<file path="src/rtl/reu_pkg.sv">
// Shared definitions for the REU register file: register indices,
// transfer type encodings and bit positions inside the packed registers.
package reu_pkg;

  localparam logic [4:0] REG_STATUS  = 5'h00;
  localparam logic [4:0] REG_CMD     = 5'h01;
  localparam logic [4:0] REG_CALO    = 5'h02;
  localparam logic [4:0] REG_CAHI    = 5'h03;
  localparam logic [4:0] REG_REUALO  = 5'h04;
  localparam logic [4:0] REG_REUAMID = 5'h05;
  localparam logic [4:0] REG_REUAHI  = 5'h06;
  localparam logic [4:0] REG_LENLO   = 5'h07;
  localparam logic [4:0] REG_LENHI   = 5'h08;
  localparam logic [4:0] REG_INTMASK = 5'h09;
  localparam logic [4:0] REG_ADDRCTL = 5'h0A;

  typedef enum logic [1:0] {
    XFER_STASH  = 2'b00,
    XFER_FETCH  = 2'b01,
    XFER_SWAP   = 2'b10,
    XFER_VERIFY = 2'b11
  } xferType_t;

  // Status register (0x0) bit positions; bits 3:0 carry the version.
  localparam int ST_INTPEND = 7;
  localparam int ST_EOB     = 6;
  localparam int ST_FAULT   = 5;
  localparam int ST_SIZEJMP = 4;

  // Command register (0x1) bit positions; bits 1:0 carry the transfer type.
  localparam int CMD_EXEC     = 7;
  localparam int CMD_AUTOLOAD = 5;
  localparam int CMD_FF00DIS  = 4;

  // Interrupt mask register (0x9) bit positions.
  localparam int IM_INTEN = 7;
  localparam int IM_EOB   = 6;
  localparam int IM_VER   = 5;

  // Address control register (0xA): a set bit freezes that address.
  localparam int AC_FIXCA   = 7;
  localparam int AC_FIXREUA = 6;

endpackage

</file>
<file path="src/rtl/reu_addr_counter.sv">
// Address counter with a shadow copy used by autoload. Bytes are loaded
// individually from the register window; a load writes live and shadow.
module reu_addr_counter #(
  parameter int W = 16
) (
  input  logic         PHI2,
  input  logic         Reset,
  input  logic         Load,
  input  logic [1:0]   Lane,
  input  logic [7:0]   LoadData,
  input  logic         Step,
  input  logic         Hold,
  input  logic         Reload,
  output logic [W-1:0] Value
);

  logic [W-1:0] live;
  logic [W-1:0] shadow;
  logic [W-1:0] loadMask;
  logic [W-1:0] loadBits;

  // Position the incoming byte and its mask on the selected lane.
  always_comb begin
    loadMask = W'(8'hFF) << {Lane, 3'b000};
    loadBits = W'(LoadData) << {Lane, 3'b000};
  end

  // Register writes beat an autoload reload, which beats a normal step.
  always_ff @(negedge PHI2) begin
    if (Reset) begin
      live   <= '0;
      shadow <= '0;
    end else if (Load) begin
      live   <= (live & ~loadMask) | loadBits;
      shadow <= (shadow & ~loadMask) | loadBits;
    end else if (Reload) begin
      live <= shadow;
    end else if (Step && !Hold) begin
      live <= live + W'(1);
    end
  end

  assign Value = live;

endmodule

</file>
<file path="src/rtl/reu_dma_regs.sv">
// REU register window at $DF00 plus the per-beat address/length sequencer
// that drives the DMA engine. All state changes on the falling PHI2 edge.
module reu_dma_regs
  import reu_pkg::*;
#(
  parameter int         REUA_W   = 19,
  parameter bit         SIZE_JMP = 1'b1,
  parameter logic [3:0] VERSION  = 4'h0
) (
  input  logic              PHI2,
  input  logic              Reset,
  input  logic              RegRD,
  input  logic              RegWR,
  input  logic [4:0]        A,
  input  logic [7:0]        WRD,
  output logic [7:0]        RDD,
  input  logic              Step,
  input  logic              VerifyErr,
  output logic              IRQ,
  output logic              ExecuteEN,
  output logic              FF00DecodeEN,
  output logic [1:0]        XferType,
  output logic [15:0]       CAOut,
  output logic [REUA_W-1:0] REUAOut,
  output logic              LastBeat
);

  logic        executeEn;
  logic        ff00DecodeEn;
  logic        autoload;
  xferType_t   xferType;
  logic        intPending;
  logic        eob;
  logic        fault;
  logic        intEnable;
  logic        eobMask;
  logic        verMask;
  logic [1:0]  incMode;
  logic [15:0] lenLive;
  logic [15:0] lenShadow;

  logic        lastBeatInt;
  logic        advEv;
  logic        termEv;
  logic        faultEv;
  logic        reloadEv;
  logic        statusRead;
  logic        caLoad;
  logic [1:0]  caLane;
  logic        reuaLoad;
  logic [1:0]  reuaLane;
  logic [15:0] caValue;
  logic [REUA_W-1:0] reuaValue;
  logic [23:0] reuaPad;

  // Beat events: a verify error swallows the step but not the terminal flag.
  always_comb begin
    lastBeatInt = (lenLive == 16'd1);
    advEv       = Step && executeEn && !VerifyErr;
    termEv      = Step && executeEn && lastBeatInt;
    faultEv     = VerifyErr && executeEn;
    reloadEv    = termEv && autoload;
    statusRead  = RegRD && (A == REG_STATUS);
    caLoad      = RegWR && ((A == REG_CALO) || (A == REG_CAHI));
    caLane      = {1'b0, (A == REG_CAHI)};
    reuaLoad    = RegWR && ((A == REG_REUALO) || (A == REG_REUAMID) || (A == REG_REUAHI));
    reuaLane    = (A == REG_REUAHI) ? 2'd2 : ((A == REG_REUAMID) ? 2'd1 : 2'd0);
  end

  reu_addr_counter #(.W(16)) caCounter (
    .PHI2     (PHI2),
    .Reset    (Reset),
    .Load     (caLoad),
    .Lane     (caLane),
    .LoadData (WRD),
    .Step     (advEv),
    .Hold     (incMode[1]),
    .Reload   (reloadEv),
    .Value    (caValue)
  );

  reu_addr_counter #(.W(REUA_W)) reuaCounter (
    .PHI2     (PHI2),
    .Reset    (Reset),
    .Load     (reuaLoad),
    .Lane     (reuaLane),
    .LoadData (WRD),
    .Step     (advEv),
    .Hold     (incMode[0]),
    .Reload   (reloadEv),
    .Value    (reuaValue)
  );

  // Transfer length down-counter; the terminal beat holds it at 1 unless reloaded.
  always_ff @(negedge PHI2) begin
    if (Reset) begin
      lenLive   <= 16'hFFFF;
      lenShadow <= 16'hFFFF;
    end else if (RegWR && (A == REG_LENLO)) begin
      lenLive[7:0]   <= WRD;
      lenShadow[7:0] <= WRD;
    end else if (RegWR && (A == REG_LENHI)) begin
      lenLive[15:8]   <= WRD;
      lenShadow[15:8] <= WRD;
    end else if (reloadEv) begin
      lenLive <= lenShadow;
    end else if (advEv && !lastBeatInt) begin
      lenLive <= lenLive - 16'd1;
    end
  end

  // Command register: a CPU write wins; end of block or a fault disarms.
  always_ff @(negedge PHI2) begin
    if (Reset) begin
      executeEn    <= 1'b0;
      ff00DecodeEn <= 1'b0;
      autoload     <= 1'b0;
      xferType     <= XFER_STASH;
    end else if (RegWR && (A == REG_CMD)) begin
      executeEn    <= WRD[CMD_EXEC];
      autoload     <= WRD[CMD_AUTOLOAD];
      ff00DecodeEn <= ~WRD[CMD_FF00DIS];
      xferType     <= xferType_t'(WRD[1:0]);
    end else if (termEv || faultEv) begin
      executeEn    <= 1'b0;
      ff00DecodeEn <= 1'b0;
    end
  end

  // Status flags: reading clears them, but an event on the same edge wins.
  always_ff @(negedge PHI2) begin
    if (Reset) begin
      intPending <= 1'b0;
      eob        <= 1'b0;
      fault      <= 1'b0;
    end else begin
      if (termEv || faultEv) begin
        intPending <= 1'b1;
      end else if (statusRead) begin
        intPending <= 1'b0;
      end
      if (termEv) begin
        eob <= 1'b1;
      end else if (statusRead) begin
        eob <= 1'b0;
      end
      if (faultEv) begin
        fault <= 1'b1;
      end else if (statusRead) begin
        fault <= 1'b0;
      end
    end
  end

  // Interrupt mask and address-control registers, written only by the CPU.
  always_ff @(negedge PHI2) begin
    if (Reset) begin
      intEnable <= 1'b0;
      eobMask   <= 1'b0;
      verMask   <= 1'b0;
      incMode   <= 2'b00;
    end else begin
      if (RegWR && (A == REG_INTMASK)) begin
        intEnable <= WRD[IM_INTEN];
        eobMask   <= WRD[IM_EOB];
        verMask   <= WRD[IM_VER];
      end
      if (RegWR && (A == REG_ADDRCTL)) begin
        incMode <= {WRD[AC_FIXCA], WRD[AC_FIXREUA]};
      end
    end
  end

  // Unimplemented REU address bits read back as ones.
  always_comb begin
    reuaPad = '1;
    reuaPad[REUA_W-1:0] = reuaValue;
  end

  // Read mux; unused and unimplemented bits return ones.
  always_comb begin
    RDD = 8'hFF;
    case (A)
      REG_STATUS: begin
        RDD = 8'h00;
        RDD[ST_INTPEND] = intPending;
        RDD[ST_EOB]     = eob;
        RDD[ST_FAULT]   = fault;
        RDD[ST_SIZEJMP] = SIZE_JMP;
        RDD[3:0]        = VERSION;
      end
      REG_CMD: begin
        RDD[CMD_EXEC]     = executeEn;
        RDD[CMD_AUTOLOAD] = autoload;
        RDD[CMD_FF00DIS]  = ~ff00DecodeEn;
        RDD[1:0]          = xferType;
      end
      REG_CALO:    RDD = caValue[7:0];
      REG_CAHI:    RDD = caValue[15:8];
      REG_REUALO:  RDD = reuaPad[7:0];
      REG_REUAMID: RDD = reuaPad[15:8];
      REG_REUAHI:  RDD = reuaPad[23:16];
      REG_LENLO:   RDD = lenLive[7:0];
      REG_LENHI:   RDD = lenLive[15:8];
      REG_INTMASK: begin
        RDD[IM_INTEN] = intEnable;
        RDD[IM_EOB]   = eobMask;
        RDD[IM_VER]   = verMask;
      end
      REG_ADDRCTL: begin
        RDD[AC_FIXCA]   = incMode[1];
        RDD[AC_FIXREUA] = incMode[0];
      end
      default: RDD = 8'hFF;
    endcase
  end

  assign IRQ          = intEnable && ((eob && eobMask) || (fault && verMask));
  assign ExecuteEN    = executeEn;
  assign FF00DecodeEN = ff00DecodeEn;
  assign XferType     = xferType;
  assign CAOut        = caValue;
  assign REUAOut      = reuaValue;
  assign LastBeat     = lastBeatInt;

endmodule

</file>
<file path="config.mk">
export PLATFORM = sky130hd
export DESIGN_NAME = reu_dma_regs
export DESIGN_NICKNAME = d
export VERILOG_FILES = /design/src/rtl/reu_pkg.sv /design/src/rtl/reu_addr_counter.sv /design/src/rtl/reu_dma_regs.sv
export SDC_FILE = /design/constraint.sdc
export NUM_CORES = 1
export LEC_CHECK = 0
export BUFFER_PORTS_ARGS = -buffer_cell sky130_fd_sc_hd__buf_4
export CORE_MARGIN = 3
export CORE_UTILIZATION = 50
export CTS_CLUSTER_SIZE = 28
export DETAILED_ROUTE_END_ITERATION = 10
export PLACE_DENSITY_LB_ADDON = 0.3
export RECOVER_POWER = 50
export SYNTH_ARGS = -nofsm -noshare
export SYNTH_HDL_FRONTEND = slang
export SYNTH_SLANG_ARGS = --single-unit
</file>
<file path="constraint.sdc">
create_clock -name PHI2 -period 3.65 [get_ports PHI2]
set_clock_uncertainty 0.1 [all_clocks]
set_input_delay 0.1825 -clock PHI2 [delete_from_list [all_inputs] [get_ports PHI2]]
set_output_delay 0.1825 -clock PHI2 [all_outputs]
set_load 0.05 [all_outputs]
</file>
==> out/qor.yml <==
cells_and_area:
  multi_input_area_um2: 4160
  diodes: 0
  fillCellCount: 967
  drive_gt1_share_pct: 25.6
  syn2layout_area_growth_pct: 42.6
  seqCellArea_um2: 2330
  final_nets: 1185
  fin_cells: 1345
power_and_ir_drop:
  cellPowerDensity_nw_per_um2: 421
  power_frac_seq_pct: 32.3
  swShare_pct: 29.4
  p_total_uw: 3980
  p_switching_uw: 1170
  p_int_uw: 2820
  power_leakage_uw: 0.00406
  comb_power_share_pct: 8.1
  vdd.ir_drop.worst_mv: 0.335
  pwr-share-clk_pct: 59.6
critical_path:
  crit_path_end: "RDD[5]"
  cp-end-kind: "output port"
  cp.required_ns: 3.37
  path_cells: "a2111oi_2 -> nand2_1 -> a31oi_2 -> nand3_2 -> buf_6"
  reg2reg_setup_slack_ns: 0.94
  cp.depth: 5
  critPathTopFamily: "compound AO/OA/AOI/OAI gates"
  critPathMaxFanout: 4
  r2r-start: "lenLive[1]"
  worst_path_max_delay_cell: "dfxtp_1"
  startpoint_type: "register"
  crit_type: "reg2out"
  r2r_cells: 10
  arrival_ns: 3.61
  slowest_delay_ns: 0.37
  startpoint: "lenLive[13]"
  critPathBufInv: 1
clocking:
  clkSinkCount: 115
  ctsLongestPathBuffers: 2
  clock_latency_ns: 0.47
  clkTransAtPathRegs_ns: 0.03
  htree_num_levels: 4
  cts_tree: "built"
  root_buffer: "clkbuf_16"
  cts_buffers: 17
  cts_hold_buf: 0
status:
  status: "finished, violations left"
  failed_checks: "negative setup slack"
floorplan:
  start_util_pct: 51.9
  die_h_um: 121
  num_rows: 41
  dieArea_um2: 14700
  die_width_um: 121
  ios: 68
  core-area_um2: 12800
global_route:
  grt_pass1_vias: 8104
  overflow: 0
  gr-usage-all-layers_pct: 35.6
  grt_max_degree: 65
  antenna_found_initial: 0
  grt_pass1_wl_mm: 40.7
detailed_routing:
  num_vias: 8302
  drt_iter0_markers: 1001
  routedWlPerCell_um: 19.5
  drtPass1Iterations: 6
  vias_per_cell: 6.17
  totalWireLength_mm: 26.2
  antenna_left: 0
  drc: 0
synthesis:
  synthTopCellsByCount: "nand2_1, dfxtp_1, a21oi_1"
  synth_ff_type: "dfxtp_1"
  seq_area_frac_synth_pct: 34.7
  avgSynthCellArea_um2: 7.50
  yosys.cell_count.top_type: "nand2_1"
  synth-seq-cells: 115
  async_flop_share_pct: 0
  syn_area_um2: 6640
  synth_edf_count: 0
  synth_largest_area_cell: "dfxtp_1"
  synth_cell_types: 77
  syn_inst: 885
  synth-warning-count: 0
  syn-num-nets: 908
  netlist.area_leader.share_pct: 34.7
  ys_top_cells_by_area: "dfxtp_1, nand2_1, a21oi_1"
timing:
  drv_slew: 0
  rsz0062_at_grt: "true"
  timing.hold.ws_ns: 0.349
  tightest_slew_ns: 0.925
  relSlewSlack_pct: 38.2
  timing.final.ws_setup_ns: -0.241
  setup_viol: 8
  hold_viol: 0
placement:
  gp_congestion: 1.02
  dpl_worst_slack_ns: -0.161
  dp.cells: 1193
  portBuffers: 67
  dp_hpwl_mm: 17.6
hold_path:
  hp-class: "reg2reg"
flow_run:
  cap_violations: 0
power by group through the flow:
stage	combinational (uW)	sequential, uW	clock (uW)
finish	322	1290	2370
global route	338	1290	2540
CTS	315	1290	2390
detailed placement	302	1310	192
global placement	302	1310	192
floorplan	152	1330	192
per-layer routing:
metal  wire (um)  GRT usage [%]  up-vias
met5           0              0        -
met4        1330           22.5        0
met3        2720           9.98       98
met2       11800           53.7      548
met1       10300           44.8     3877
li1            -              -     3779
metrics by stage:
step                cell area [um^2]  setup TNS [ns]  utilization [%]
finish                          9460           -1.08             74.1
global route                    9460           -1.66             74.1
CTS                             9450           -1.04             74.0
detailed placement              8180           -3.37             64.0
global placement                8180           -1.43             64.0
floorplan                       6690          -0.669                -
how the worst min path moves through the flow:
stage	startpoint	to	slack [ns]	depth (start not counted)
after global routing	register	register	0.36	2
final	register	register	0.35	2
after CTS	register	register	0.35	2
after global placement	lenShadow[13]	lenShadow[13]	0.34	1
after floorplan	lenShadow[11]	lenShadow[11]	0.33	2
after detailed placement	lenShadow[13]	lenShadow[13]	0.34	1
cells in the final DEF (no fill, tap or decap), types with 4 or more instances in the layout:
master,count
inv_1,124
mux2i_1,9
xor2_1,14
nand2_1,159
nor3_2,4
a22oi_1,14
nor2b_1,4
inv_2,4
buf_4,186
nor3b_1,4
a21oi_1,91
clkbuf_16,17
dfxtp_2,10
o21ai_0,48
nor3_1,20
o211ai_1,26
buf_6,10
nor2_1,65
dfxtp_1,100
bufinv_16,6
o21a_1,8
clkinvlp_2,4
xnor2_1,16
or3_1,6
nand3_1,29
mux2_2,4
a31oi_1,25
nand2_2,4
dfxtp_4,5
nor4_1,13
clkbuf_1,10
and3_1,7
nand4_1,18
a311oi_1,10
worst reg2reg max path, cell delays in order (launching register included):
cell and delay [ns]:
dfxtp_2 0.32, inv_2 0.08, ha_4 0.12, nor4b_4 0.20
buf_4 0.15, buf_4 0.10, nand4_1 0.23, or2_4 0.46
a21oi_4 0.43, nor2_1 0.10, a311oi_1 0.31
cells by family after synthesis:
logic type,share of synthesized area (%)
mux,2.55
xor+xnor,3.96
flops,34.7
simple gates,26.6
fa+ha+maj,0.754
compound gates,26.4
buf+inv,5.03
cell type report:
cell class	count	area share, %
clock inverters	128	6.80
multi-input cells	689	44.0
flip-flops and latches	115	24.7
inverters	12	0.529
well taps	172	2.27
repair buffers	212	17.3
clock buffers	17	4.50
timing repair:
action	in CTS	in global routing
setup endpoints to repair	9	9
gates cloned	0	0
pin swaps	15	6
buffers inserted	6	2
resized for setup	51	11
Note: power is estimated with default switching activity, not from simulation.
